**src/rtl/cpu_types_pkg.sv**
```systemverilog
// Shared types for the fetch front end: machine word, fetch FSM states and
// the {instruction, PC+4} pair handed to decode.
package cpu_types_pkg;

  localparam int unsigned WORD_W = 32;

  typedef logic [WORD_W-1:0] word_t;

  typedef enum logic [1:0] {
    FETCH  = 2'd0,
    HOLD   = 2'd1,
    SQUASH = 2'd2,
    HALTED = 2'd3
  } fetch_state_t;

  localparam word_t PC_STEP = word_t'(4);

  typedef struct packed {
    word_t instr;
    word_t npc;
  } fetch_pair_t;

endpackage

```
**src/rtl/fetch_skid_buf.sv**
```systemverilog
// One-entry skid register that parks a fetched {instr, npc} pair while the
// decode latch is stalled.
module fetch_skid_buf
  import cpu_types_pkg::*;
(
  input  logic        clk,
  input  logic        rst,
  input  logic        load_i,
  input  logic        clear_i,
  input  fetch_pair_t data_i,
  output logic        valid_o,
  output fetch_pair_t data_o
);

  logic        valid_q;
  fetch_pair_t data_q;

  // Clear wins over load so a redirect never leaves a stale entry behind.
  always_ff @(posedge clk or posedge rst) begin
    if (rst) begin
      valid_q <= 1'b0;
      data_q  <= '0;
    end else if (clear_i) begin
      valid_q <= 1'b0;
    end else if (load_i) begin
      valid_q <= 1'b1;
      data_q  <= data_i;
    end
  end

  assign valid_o = valid_q;
  assign data_o  = data_q;

endmodule

```
**src/rtl/fetch_stage.sv**
```systemverilog
// IF stage: owns the PC, issues instruction reads and hands {instr, PC+4}
// to the decode latch, absorbing stalls, redirects and halt.
module fetch_stage
  import cpu_types_pkg::*;
#(
  parameter logic [31:0] PC_INIT = 32'h0000_0000
) (
  input  logic        CLK,
  input  logic        RST,
  output logic        imemREN,
  output logic [31:0] imemaddr,
  input  logic        ihit,
  input  logic [31:0] imemload,
  output logic [31:0] instru,
  output logic [31:0] nPC,
  output logic        fvalid,
  input  logic        deen,
  input  logic        redirect,
  input  logic [31:0] redirect_pc,
  input  logic        halt,
  output logic        flush
);

  fetch_state_t state_q, state_d;
  word_t        pc_q, pc_d;
  word_t        sq_addr_q, sq_addr_d;
  word_t        pc_plus4;
  word_t        redir_pc;

  logic         buf_load, buf_clear, buf_valid;
  fetch_pair_t  buf_din, buf_dout;

  assign pc_plus4 = pc_q + PC_STEP;
  assign redir_pc = redirect_pc & ~word_t'(3);
  assign buf_din  = '{instr: imemload, npc: pc_plus4};

  fetch_skid_buf u_skid (
    .clk     (CLK),
    .rst     (RST),
    .load_i  (buf_load),
    .clear_i (buf_clear),
    .data_i  (buf_din),
    .valid_o (buf_valid),
    .data_o  (buf_dout)
  );

  always_ff @(posedge CLK or posedge RST) begin
    if (RST) begin
      state_q   <= FETCH;
      pc_q      <= PC_INIT;
      sq_addr_q <= PC_INIT;
    end else begin
      state_q   <= state_d;
      pc_q      <= pc_d;
      sq_addr_q <= sq_addr_d;
    end
  end

  // Next state and outputs; everything stays quiet while RST is held.
  always_comb begin
    state_d   = state_q;
    pc_d      = pc_q;
    sq_addr_d = sq_addr_q;
    imemREN   = 1'b0;
    imemaddr  = pc_q;
    instru    = '0;
    nPC       = '0;
    fvalid    = 1'b0;
    flush     = 1'b0;
    buf_load  = 1'b0;
    buf_clear = 1'b0;

    if (!RST) begin
      unique case (state_q)
        FETCH: begin
          imemREN = 1'b1;
          if (halt) begin
            state_d = HALTED;
          end else if (redirect) begin
            flush     = 1'b1;
            buf_clear = 1'b1;
            pc_d      = redir_pc;
            // An outstanding read cannot be cancelled; wait it out in SQUASH.
            if (!ihit) begin
              sq_addr_d = pc_q;
              state_d   = SQUASH;
            end
          end else if (ihit) begin
            pc_d = pc_plus4;
            if (deen) begin
              fvalid = 1'b1;
              instru = imemload;
              nPC    = pc_plus4;
            end else begin
              buf_load = 1'b1;
              state_d  = HOLD;
            end
          end
        end

        HOLD: begin
          if (halt) begin
            state_d = HALTED;
          end else if (redirect) begin
            flush     = 1'b1;
            buf_clear = 1'b1;
            pc_d      = redir_pc;
            state_d   = FETCH;
          end else begin
            fvalid = buf_valid;
            instru = buf_dout.instr;
            nPC    = buf_dout.npc;
            if (deen) begin
              buf_clear = 1'b1;
              state_d   = FETCH;
            end
          end
        end

        SQUASH: begin
          imemREN  = 1'b1;
          imemaddr = sq_addr_q;
          if (halt) begin
            state_d = HALTED;
          end else if (redirect) begin
            flush = 1'b1;
            pc_d  = redir_pc;
          end else if (ihit) begin
            state_d = FETCH;
          end
        end

        HALTED: begin
        end

        default: state_d = FETCH;
      endcase
    end
  end

endmodule
```
**config.mk**
```make
export PLATFORM = sky130hd
export DESIGN_NAME = fetch_stage
export DESIGN_NICKNAME = d
export VERILOG_FILES = /design/src/rtl/cpu_types_pkg.sv /design/src/rtl/fetch_skid_buf.sv /design/src/rtl/fetch_stage.sv
export SDC_FILE = /design/constraint.sdc
export NUM_CORES = 1
export LEC_CHECK = 0
export CAP_MARGIN = 20
export CORE_ASPECT_RATIO = 1.25
export CORE_UTILIZATION = 55
export CTS_CLUSTER_DIAMETER = 30
export CTS_CLUSTER_SIZE = 28
export DETAILED_ROUTE_END_ITERATION = 12
export PLACE_DENSITY_LB_ADDON = 0.25
export SETUP_SLACK_MARGIN = 0.1
export SLEW_MARGIN = 10
export SYNTH_ARGS = -nofsm -noshare
export SYNTH_HDL_FRONTEND = slang
export SYNTH_HIERARCHICAL = 1
export SYNTH_SLANG_ARGS = --single-unit
```
**constraint.sdc**
```tcl
create_clock -name CLK -period 9.1 [get_ports CLK]
set_input_delay 2.275 -clock CLK [delete_from_list [all_inputs] [get_ports CLK]]
set_output_delay 2.275 -clock CLK [all_outputs]
set_load 0.01 [all_outputs]
```
==> flow_summary_export.csv <==
group,metric,value,unit
status,outcome,"complete, no violations",
synth,synth_top_family_by_area,"multiplexers",
critical_path,start_kind,"input port",
placement,dp_slack,1.95,ns
cts,cts_tree,"built",
final_layout,area_growth,29.9,%
cts,cts_hold_buf,0,
sta,worst_pin_slew,0.866,ns
global_route,grt_first_pass_wirelength,32000,um
die,initial_core_util,56.6,%
synth,synth_ff_type,"dfrtp_1",
synth,syn_area_per_cell,10.7,um2
critical_path,max_stage_delay,0.65,ns
synth,synthAdderAreaFrac,0.832,%
final_layout,nets,914,
synth,synth_area,0.00752,mm2
drt,drc,0,
final_layout,drive_above_1_share,21.1,%
power,power_leakage,3.99,nW
drt,dr.pass1.iters,5,
synth,synth.distinct_cells,51,
synth,muxShareOfSynthArea,21.4,%
cts,clk_latency,0.42,ns
synth,yosys.area_share.simple,12.6,%
sta,fin_crit_sh,77.9,%
drt,vias_per_cell,6.11,
placement,dp_hpwl,13300,um
sta,hold_violations,0,
sta,tns,0,ns
final_layout,final_util,73.5,%
cts,post_cts_buffers,0,
power,max-vdd-ir-drop,191,uV
die,rows,47,
drt,num_vias,6247,
die,core-area,0.0133,mm2
cts,postCtsResizedCells,0,
die,die_w,107,um
final_layout,antenna_cells,0,
synth,synthCells,702,
synth,yosysSeqAreaShare,42.2,%
cts,clk_pin_slew,0.05,ns
critical_path,criticalPathCategory,"input port to primary output",
global_route,antenna_found_initial,0,
die,io_pins,169,
drt,routedWlPerCell,19.6,um
sta,max_slew_margin,42.3,%
synth,synth_edf_count,0,
critical_path,cp-end-kind,"primary output",
die,die_area,0.0142,mm2
sta,fmax,141,MHz
sta,report.final.slew_viol_count,0,
synth,synthTopCellsByArea,"dfrtp_1 (42%), mux2_4 (12%), mux2_2 (9.0%)",
global_route,grt_max_degree,66,
sta,finalCriticalPeriod,7.09,ns
critical_path,crit_chain,"clkdlybuf4s50_1 -> inv_2 -> buf_4 -> o21ai_2 -> buf_4 -> nor2_1 -> clkdlybuf4s50_1",
placement,gp_congestion,0.889,
die,die_h,133,um
cts,cts_max_path_buffers,2,
power,powerDensity,281,mW/mm2
critical_path,cp_max_fo,65,
critical_path,worstPathArrival,4.81,ns
synth,synth_compound_area_share,13.9,%
synth,synth_top_area_share,42.2,%
synth,synth_async_sr_flop_share,100,%
global_route,grt_pass1_vias,6363,
global_route,gr-total-overflow,0,
flow_run,drv_cap,0,
global_route,grt_usage,28.9,%
min_path,hold_path.class,"register to register",
cts,htreeDepth,4,
sta,rsz0062_at_grt,"no",
critical_path,crit_path_top_delay_cell,"buf_4",
sta,fin_ws,2.01,ns
cts,clock_sink_count,127,
synth,yosysWarnings,6,
sta,setup_viol,0,
drt,drt_wl_total,20000,um
synth,synth_xor_area_share,3.26,%
synth,synthDominantAreaCellType,"dfrtp_1",
drt,drtAntennaViolNets,0,
drt,drt_iter0_markers,417,
placement,io_buffer_count,164,
synth,ys_ff_latch,127,
sta,skew,0.00648,ns
cts,cts_root_buf,"clkbuf_16",
cts,numCtsBuffers,17,
critical_path,worst_ep_required_time,6.83,ns
[power breakdown]
part | switching (mW) | internal [mW]
clock network | 0.233 | 0.446
registers | 0.211 | 0.765
logic | 0.532 | 0.560
[flip-flops by register name, summed over array words and instances (netlist names)]
| signal | count |
|---|---|
| u_skid/data_o | 64 |
| pc_q | 30 |
| sq_addr_q | 30 |
| state_q | 2 |
| u_skid/valid_o | 1 |
[routing by layer]
metal / wire [um] / track usage, %
met1: 8110 / 35.4
met5: 0 / 0
met4: 597 / 13.7
met3: 1190 / 5.52
met2: 10100 / 48.8
[worst max-delay path, delay by kind of cell]
kind	cells	cell delay [ns]
buffers and inverters	5	2.19
and+or+nand+nor	1	0.20
AOI/OAI and AO/OA	1	0.11
[final cells by class]
cell class	instances	area, um2
multi-input cells	501	3960
fillers	935	3520
flip-flops and latches	127	3180
repair buffers	179	1770
clock buffers	28	527
well taps	171	214
clock inverters	4	72.6
inverters	13	48.8
[cells in the final DEF, fill, tap and decap left out, types with 8 or more instances in the layout]
cell             count
nor2_1              73
and3_1               9
mux2_4              60
clkbuf_16           17
a2bb2oi_1           10
nand4_1              9
a21oi_1             24
a32o_1              19
o22ai_1             11
mux2_2              60
nand2_1             41
clkdlybuf4s50_1    164
xor2_1               8
dfrtp_1            127
buf_4               14
o21ai_0             17
a31oi_1              8
a22oi_1             42
nand3_1             25
inv_1               11
xnor2_1             20
[cell families after synthesis]
logic type                 after synthesis
AOI/OAI and AO/OA                      147
xor gates and xnor gates                28
adders and majority gates                5
buffers and inverters                   77
DFF                                    127
muxes                                  123
other                                    1
and+or+nand+nor                        194
[final timing paths]
path	to	start	depth (start not counted)	slack [ns]
setup / recovery	nPC[10]	RST	7	2.01
hold / removal	sq_addr_q[15]	sq_addr_q[15]	1	0.50
setup reg to reg	u_skid/data_o[48]	state_q[0]	8	5.96
hold reg to reg	sq_addr_q[15]	sq_addr_q[15]	1	0.50
max in group asynchronous	u_skid/data_o[3]	RST	3	5.76
min in group asynchronous	u_skid/data_o[24]	RST	2	2.37
[synthesized netlist by cell type, types with 4 or more instances]
| library cell | n |
|---|---|
| a21oi_1 | 24 |
| a22oi_1 | 42 |
| a2bb2oi_1 | 10 |
| a31oi_1 | 8 |
| a32o_1 | 19 |
| and3_1 | 9 |
| buf_12 | 7 |
| buf_2 | 8 |
| buf_4 | 5 |
| clkbuf_1 | 41 |
| dfrtp_1 | 127 |
| ha_1 | 5 |
| inv_1 | 13 |
| mux2_2 | 60 |
| mux2_4 | 60 |
| nand2_1 | 41 |
| nand3_1 | 25 |
| nand4_1 | 9 |
| nor2_1 | 75 |
| nor3_1 | 7 |
| o21ai_0 | 17 |
| o22a_1 | 4 |
| o22ai_1 | 11 |
| or4_1 | 5 |
| xnor2_1 | 20 |
| xor2_1 | 8 |
[through the flow]
stage               hold WS [ns]  total power [mW]  cells  cell area, um2
floorplan                  0.460              1.66    705            7530
finish                     0.501              2.75   1023            9770
CTS                        0.505              2.75   1022            9740
global route               0.512              2.89   1023            9770
global placement           0.483              1.99    990            9150
detailed placement         0.488              2.05    990            9150
No activity file was read; power rests on OpenSTA's default activity.
